### src/rtl/serial_adder.sv
`default_nettype none
// ============================================================================
// Module      : serial_adder
// Description : Multi-cycle add/subtract, CHUNK bits per clock, LSB chunk first.
// Revision    : 1.0 - initial release
// ============================================================================
module serial_adder #(
   parameter int WIDTH = 8,
   parameter int CHUNK = 1
) (
   input  logic             clk,
   input  logic             rst_n,
   input  logic             start,
   input  logic             sub,
   input  logic [WIDTH-1:0] a,
   input  logic [WIDTH-1:0] b,
   input  logic             cin,
   output logic             busy,
   output logic             done,
   output logic [WIDTH-1:0] sum,
   output logic             carry,
   output logic             ovf
);

   localparam int c_steps = WIDTH / CHUNK;
   localparam int c_cnt_w = (c_steps > 1) ? $clog2(c_steps) : 1;
   localparam logic [c_cnt_w-1:0] c_last = c_cnt_w'(c_steps - 1);
   localparam logic [c_cnt_w-1:0] c_one  = c_cnt_w'(1);

   generate
      if ((WIDTH < 2) || (CHUNK < 1) || ((WIDTH % CHUNK) != 0)) begin : g_bad_params
         $error("serial_adder: CHUNK must divide WIDTH and WIDTH must be >= 2");
      end
   endgenerate

   typedef enum logic [0:0] {
      S_IDLE = 1'b0,
      S_RUN  = 1'b1
   } state_t;

   state_t              r_state;
   logic [WIDTH-1:0]    r_a;
   logic [WIDTH-1:0]    r_b;
   logic                r_c;
   logic [WIDTH-1:0]    r_res;
   logic [c_cnt_w-1:0]  r_cnt;

   logic [31:0]         w_base;
   logic [CHUNK:0]      w_step;
   logic [WIDTH-1:0]    w_res;

   // Current chunk sum, and the result register with that chunk merged in
   always_comb begin
      w_base = 32'(r_cnt) * 32'(CHUNK);
      w_step = {1'b0, r_a[w_base +: CHUNK]} + {1'b0, r_b[w_base +: CHUNK]}
             + {{CHUNK{1'b0}}, r_c};
      w_res  = r_res;
      w_res[w_base +: CHUNK] = w_step[CHUNK-1:0];
   end

   always_ff @(posedge clk or negedge rst_n) begin
      if (!rst_n) begin
         r_state <= S_IDLE;
         r_a     <= '0;
         r_b     <= '0;
         r_c     <= 1'b0;
         r_res   <= '0;
         r_cnt   <= '0;
         busy    <= 1'b0;
         done    <= 1'b0;
         sum     <= '0;
         carry   <= 1'b0;
         ovf     <= 1'b0;
      end else begin
         done <= 1'b0;
         case (r_state)
            S_IDLE: begin
               if (start) begin
                  // Subtract is folded into add: a + ~b + ~cin
                  r_a     <= a;
                  r_b     <= sub ? ~b : b;
                  r_c     <= sub ? ~cin : cin;
                  r_res   <= '0;
                  r_cnt   <= '0;
                  busy    <= 1'b1;
                  r_state <= S_RUN;
               end
            end
            S_RUN: begin
               r_res <= w_res;
               r_c   <= w_step[CHUNK];
               r_cnt <= r_cnt + c_one;
               if (r_cnt == c_last) begin
                  r_cnt   <= '0;
                  r_state <= S_IDLE;
                  busy    <= 1'b0;
                  done    <= 1'b1;
                  sum     <= w_res;
                  carry   <= w_step[CHUNK];
                  ovf     <= (r_a[WIDTH-1] == r_b[WIDTH-1]) &&
                             (w_res[WIDTH-1] != r_a[WIDTH-1]);
               end
            end
            default: r_state <= S_IDLE;
         endcase
      end
   end

endmodule
`default_nettype wire

### config.mk
export PLATFORM = sky130hd
export DESIGN_NAME = serial_adder
export DESIGN_NICKNAME = d
export VERILOG_FILES = /design/src/rtl/serial_adder.sv
export SDC_FILE = /design/constraint.sdc
export NUM_CORES = 1
export LEC_CHECK = 0
export ABC_AREA = 0
export CAP_MARGIN = 20
export CORE_UTILIZATION = 40
export DETAILED_ROUTE_END_ITERATION = 12
export GPL_TIMING_DRIVEN = 0
export PLACE_DENSITY = 0.75
export SKIP_LAST_GASP = 1
export SYNTH_ARGS = -nofsm -noshare
export SYNTH_HDL_FRONTEND = slang
export SYNTH_SLANG_ARGS = --single-unit
### constraint.sdc
create_clock -name clk -period 2.9 [get_ports clk]
set_clock_uncertainty 0.1 [all_clocks]
set_input_delay 0.58 -clock clk [delete_from_list [all_inputs] [get_ports clk]]
set_output_delay 0.58 -clock clk [all_outputs]
set_load 0.02 [all_outputs]
==> flow_metrics.py, run 1 <==
metrics = {
    "timing": {
        "tightest_slew_ns": 0.684,
        "slew_viol_final": 0,
        "period_needed_ns": 2.74,
        "rsz0062_at_grt": "no",
        "worst_slack_ns": 0.155,
        "slew_headroom_pct": 54.4,
        "setup_viol": 0,
        "max_freq_ghz": 0.364,
        "hold_violations": 0,
        "period_share_pct": 94.6,
    },
    "cells_and_area": {
        "final_core_utilization_pct": 53.1,
        "drive_above_1_share_pct": 16.4,
        "final_cells": 287,
        "nNetsFinal": 246,
        "antenna_cells": 0,
        "syn_to_final_growth_pct": 24.9,
    },
    "floorplanning": {
        "dieArea_um2": 5410,
        "start_util_pct": 42.5,
        "fp.dieH_um": 73.5,
        "rows": 25,
        "core-area_um2": 4820,
        "die_w_um": 73.5,
        "io_pins": 33,
    },
    "global_route": {
        "grt-ovfl-total": 0,
        "grt_usage_pct": 16.2,
        "grt_max_degree": 27,
        "antenna_found_initial": 0,
        "first_global_vias": 1385,
        "grt_pass1_wl_um": 6570,
    },
    "synth": {
        "ys_top_cells_by_area": "dfrtp_1 (50%), mux2i_1 (7.3%), nand2_1 (5.7%)",
        "yosysWarnings": 0,
        "synth_enable_flop_cells": 0,
        "synthCells": 181,
        "yosysUniqueCellTypes": 33,
        "syn-cell-area_um2": 2050,
        "yosysTopAreaCell": "dfrtp_1",
        "synth-main-ff-cell": "dfrtp_1",
        "synth_top_area_share_pct": 50.1,
        "ys_ff_latch": 41,
        "synthesis.nets": 207,
        "syn_avg_cell_area_um2": 11.3,
        "synth_seq_area_share_pct": 50.1,
        "async_flop_share_pct": 100,
    },
    "critical_path": {
        "cp_slowest_cell": "fa_2",
        "crit_type": "flip-flop to flip-flop",
        "setup.worst_path.start": "r_cnt[0]",
        "cp.required_ns": 3.03,
        "cp_common_cell": "nand2_1",
        "cp_data_arrival_time_ns": 2.87,
        "critical-path-top-delay-family": "multiplexers",
        "r2r_setup_slack_ns": 0.16,
        "cp-start-kind": "flip-flop",
        "path_depth": 8,
        "rr_endpoint": "ovf",
        "path_cells": "buf_6 -> mux4_2 -> nand2_1 -> nand2_1 -> fa_2 -> mux2i_1 -> or4_1 -> nand3_1",
        "critPathBufInv": 1,
        "r2r_cells": 8,
        "rr_startpoint": "r_cnt[0]",
        "timing.critical_path.to_type": "flip-flop",
        "path_max_fanout": 10,
        "max_stage_delay_ns": 0.62,
        "cp-endpoint": "ovf",
    },
    "clocking": {
        "cts_sinks": 41,
        "cts_tree": "built",
        "insertion_delay_ns": 0.29,
        "path_clk_slew_ns": 0.08,
        "clock_tree.buffer_depth": 2,
        "ctsHoldBuffers": 0,
        "cts-htree-levels": 2,
        "numCtsBuffers": 5,
        "cts-root-buf": "clkbuf_8",
    },
    "detailed_routing": {
        "drc": 0,
        "vias_per_cell": 4.96,
        "ant_nets": 0,
        "wl_per_cell_um": 13.6,
        "vias": 1423,
        "drt_wl_total_um": 3900,
        "drt-pass1-iter-count": 4,
        "drt_iter0_drc": 30,
    },
    "placement": {
        "gp_congestion": 0.814,
        "place_ws_ns": -0.209,
        "dpl.hpwl_um": 2730,
        "placedCellCount": 280,
        "portBuffers": 31,
    },
    "power": {
        "powerDensity_nw_per_um2": 1080,
        "vdd_drop_max_mv": 0.533,
        "total_leakage_power_nw": 1.13,
    },
    "status": {
        "outcome": "finished, final reports clean",
    },
    "job": {
        "cap_violations": 0,
    },
    "min_path": {
        "hp-class": "primary input to async pin",
    },
}
==> worst min path at each step <==
stage | startpoint | to | slack, ns | cells past startpoint
global placement | r_b[4] | r_b[4] | 0.36 | 2
finish | rst_n | sum[1] | 0.10 | 1
CTS | rst_n | sum[1] | 0.11 | 1
detailed placement | r_b[3] | r_b[3] | 0.37 | 2
floorplan | rst_n | busy | 0.18 | 0
global route | rst_n | sum[1] | 0.13 | 1
==> cells in the final DEF (no fill, tap or decap), types with 4 or more instances in the layout <==
master / count
dfrtp_1: 40
nand2_1: 31
clkdlybuf4s50_1: 30
o21ai_0: 18
mux2i_1: 15
nand2b_1: 9
mux2_2: 9
xnor2_1: 9
clkbuf_8: 8
inv_1: 6
mux4_2: 4
clkbuf_1: 4
buf_2: 4
nand3_1: 4
ha_1: 4
==> timing repair <==
action / CTS / global route
gates resized for setup: 3 / 2
pin swaps: 0 / 0
endpoints found under the setup margin: 7 / 5
setup buffers: 0 / 0
==> stage by stage <==
step	TNS [ns]	cell area, um2	hold slack (ns)	total power [mW]
after detailed placement	-1.12	2460	0.369	2.36
after floorplan	0	2050	0.184	1.94
after global placement	-1.12	2440	0.357	2.32
after global routing	0	2560	0.128	2.97
final	0	2560	0.103	2.76
after CTS	0	2550	0.110	2.78
==> cell type report <==
type                            count  area, um2
Buffer                             11       80.1
Clock buffer                        7       86.3
Fill cell                         444       2260
Inverter                            6       22.5
Multi-Input combinational cell    123        932
Sequential cell                    41       1030
Tap cell                           67       83.8
Timing Repair Buffer               32        325
==> state kept, by name, summed over array words and instances, names as in the netlist <==
register and cells:
sum 8, ovf 1, r_state 1, r_a 8, busy 1, carry 1
r_res 8, r_b 8, r_cnt 3, r_c 1, done 1
==> worst reg2reg max path: stages, from the launching register on <==
cell and delay, ns:
dfrtp_2 0.45, buf_6 0.18, mux4_2 0.52, nand2_1 0.08, nand2_1 0.08, fa_2 0.62
mux2i_1 0.15, or4_1 0.42, nand3_1 0.09
==> cells by family after synthesis <==
logic type	after synthesis	synth area share, %
compound gates	25	6.72
mux	28	16.7
simple gates	56	14.5
fa+ha+maj	5	3.42
xor+xnor	9	3.85
flops	41	50.1
buf+inv	17	4.71
==> per-layer routing <==
layer	share of wire (%)	track usage, %	wire length (um)	up-vias
li1	-	-	-	691
met5	0	0	0	-
met1	49	23.3	1920	683
met3	4.7	3.43	182	7
met4	1.5	5.77	58	0
met2	45	24.3	1740	42
==> synth_stat cells (all sizes together), types with 5 or more instances <==
master  number
buf          6
clkbuf       5
dfrtp       41
inv          6
mux2         9
mux2i       15
nand2       31
nand2b       9
o21ai       19
xnor2        9
==> where the power goes <==
part           switching, mW  total [mW]  internal (mW)  leakage [nW]
logic                  0.697        1.40          0.698         0.571
clock network          0.188       0.377          0.189        0.0443
registers              0.168       0.988          0.820         0.517
total                   1.05        2.76           1.71          1.13
No activity file was read; power rests on OpenSTA's default activity.
==> run 2: changes to the inputs <==
Settings changed: CORE_ASPECT_RATIO from default to 0.5.
==> flow_metrics.py, run 2 (synthesis results as in run 1) <==
metrics = {
    "status": {
        "outcome": "finished, final reports clean",
    },
    "cells_and_area": {
        "final_cells": 285,
        "final_core_utilization_pct": 54.6,
        "antenna_cells": 0,
        "final_cell_area_um2": 2540,
        "nNetsFinal": 245,
        "drive_above_1_share_pct": 16.0,
        "fillers": 379,
        "syn_to_final_growth_pct": 24.2,
        "layout_commonest_cell": "dfrtp_1",
        "layout_common_cells": "dfrtp_1 (40), nand2_1 (31), clkdlybuf4s50_1 (30), o21ai_0 (18), mux2i_1 (15)",
    },
    "power": {
        "vdd_drop_max_mv": 0.444,
        "total_leakage_power_nw": 1.12,
        "powerDensity_nw_per_um2": 1090,
    },
    "detailed_routing": {
        "drt-pass1-iter-count": 4,
        "drt_iter0_drc": 48,
        "drt_wl_total_um": 3800,
        "wl_per_cell_um": 13.3,
        "vias_per_cell": 4.93,
        "ant_nets": 0,
        "vias": 1405,
        "drc": 0,
    },
    "clocking": {
        "ctsHoldBuffers": 0,
        "numCtsBuffers": 5,
        "cts_tree": "built",
        "insertion_delay_ns": 0.28,
        "cts_setup_buffers": 0,
        "cts-root-buf": "clkbuf_8",
        "cts_sinks": 41,
        "cts_resized": 3,
        "clock_tree.buffer_depth": 2,
        "path_clk_slew_ns": 0.07,
        "cts-htree-levels": 2,
    },
    "timing": {
        "period_needed_ns": 2.71,
        "rsz0062_at_grt": "no",
        "slew_headroom_pct": 39.9,
        "slew_viol_final": 0,
        "tightest_slew_ns": 0.901,
        "hold_violations": 0,
        "worst_slack_ns": 0.189,
        "setup_viol": 0,
        "max_freq_ghz": 0.369,
        "period_share_pct": 93.5,
        "whs_ns": 0.320,
    },
    "critical_path": {
        "timing.critical_path.to_type": "flip-flop",
        "crit_type": "flip-flop to flip-flop",
        "cp_data_arrival_time_ns": 2.83,
        "cp-endpoint": "ovf",
        "r2r_cells": 8,
        "path_max_fanout": 10,
        "cp-start-kind": "flip-flop",
        "setup.worst_path.start": "r_cnt[0]",
        "cp.required_ns": 3.02,
        "rr_startpoint": "r_cnt[0]",
        "rr_endpoint": "ovf",
        "r2r_setup_slack_ns": 0.19,
    },
    "floorplanning": {
        "io_pins": 33,
        "dieArea_um2": 5420,
        "rows": 17,
        "die_w_um": 103,
        "start_util_pct": 43.9,
        "fp.dieH_um": 52.6,
        "core-area_um2": 4660,
    },
    "global_route": {
        "met2_usage_pct": 28.0,
        "gr-usage-met3_pct": 3.73,
        "grt-ovfl-total": 0,
        "first_global_vias": 1412,
        "grt_pass1_wl_um": 6530,
        "antenna_found_initial": 0,
        "use_met1_pct": 21.0,
        "grt_usage_pct": 16.4,
        "grt_max_degree": 42,
        "grt_busiest_layer": "met2",
    },
    "min_path": {
        "hp-class": "primary input to async pin",
    },
    "placement": {
        "dpl-instance-area_um2": 2430,
        "gp_congestion": 0.782,
        "placedCellCount": 278,
        "portBuffers": 31,
        "place_ws_ns": -0.296,
        "dpl.hpwl_um": 2780,
    },
    "job": {
        "cap_violations": 0,
    },
}
==> run 2: cell types whose count changed in the layout (fill, tap and decap cells not counted), sizes merged <==
cell	before	now
buf	8	7
==> run 2: metal layers <==
layer	share of wire, %	wire (um)
met4	0.95	36
met3	2.7	103
met5	0	0
met1	50	1890
met2	47	1770
==> run 2: cell type report <==
class,instances,area (um2),share of cell area (%)
buffer,11,80.1,3.15
clock buffer,7,86.3,3.40
inverter,6,22.5,0.886
multi-input combinational,123,938,36.9
sequential,41,1030,40.4
tap,66,82.6,3.25
timing repair buffer,31,305,12.0
==> run 2: worst max-delay path, cell delays in order, from the launching register on <==
cell and delay, ns:
dfrtp_2 0.44, buf_6 0.19, mux4_2 0.50, nand2_1 0.08, nand2_1 0.07, fa_2 0.61, mux2i_1 0.16, or4_1 0.42
nand3_1 0.09
==> run 2: report_power, final <==
group          switching [mW]  internal [mW]
Sequential              0.165          0.820
Clock                   0.179          0.189
Combinational           0.695          0.714
Total                    1.04           1.72
==> run 2: per-stage QoR <==
| step | power, mW | TNS [ns] |
|---|---|---|
| final | 2.76 | 0 |
| after global routing | 2.97 | 0 |
| after CTS | 2.77 | 0 |
| after detailed placement | 2.35 | -1.35 |
| after global placement | 2.30 | -0.707 |
| after floorplan | 1.94 | 0 |
==> run 2: how the worst min path moves through the flow <==
stage | startpoint | end | slack [ns] | depth (start not counted)
floorplan | rst_n | busy | 0.18 | 0
global placement | r_b[0] | r_b[0] | 0.36 | 2
detailed placement | sum[5] | sum[5] | 0.37 | 2
CTS | rst_n | busy | 0.34 | 1
global route | rst_n | busy | 0.40 | 1
finish | rst_n | r_b[6] | 0.32 | 1
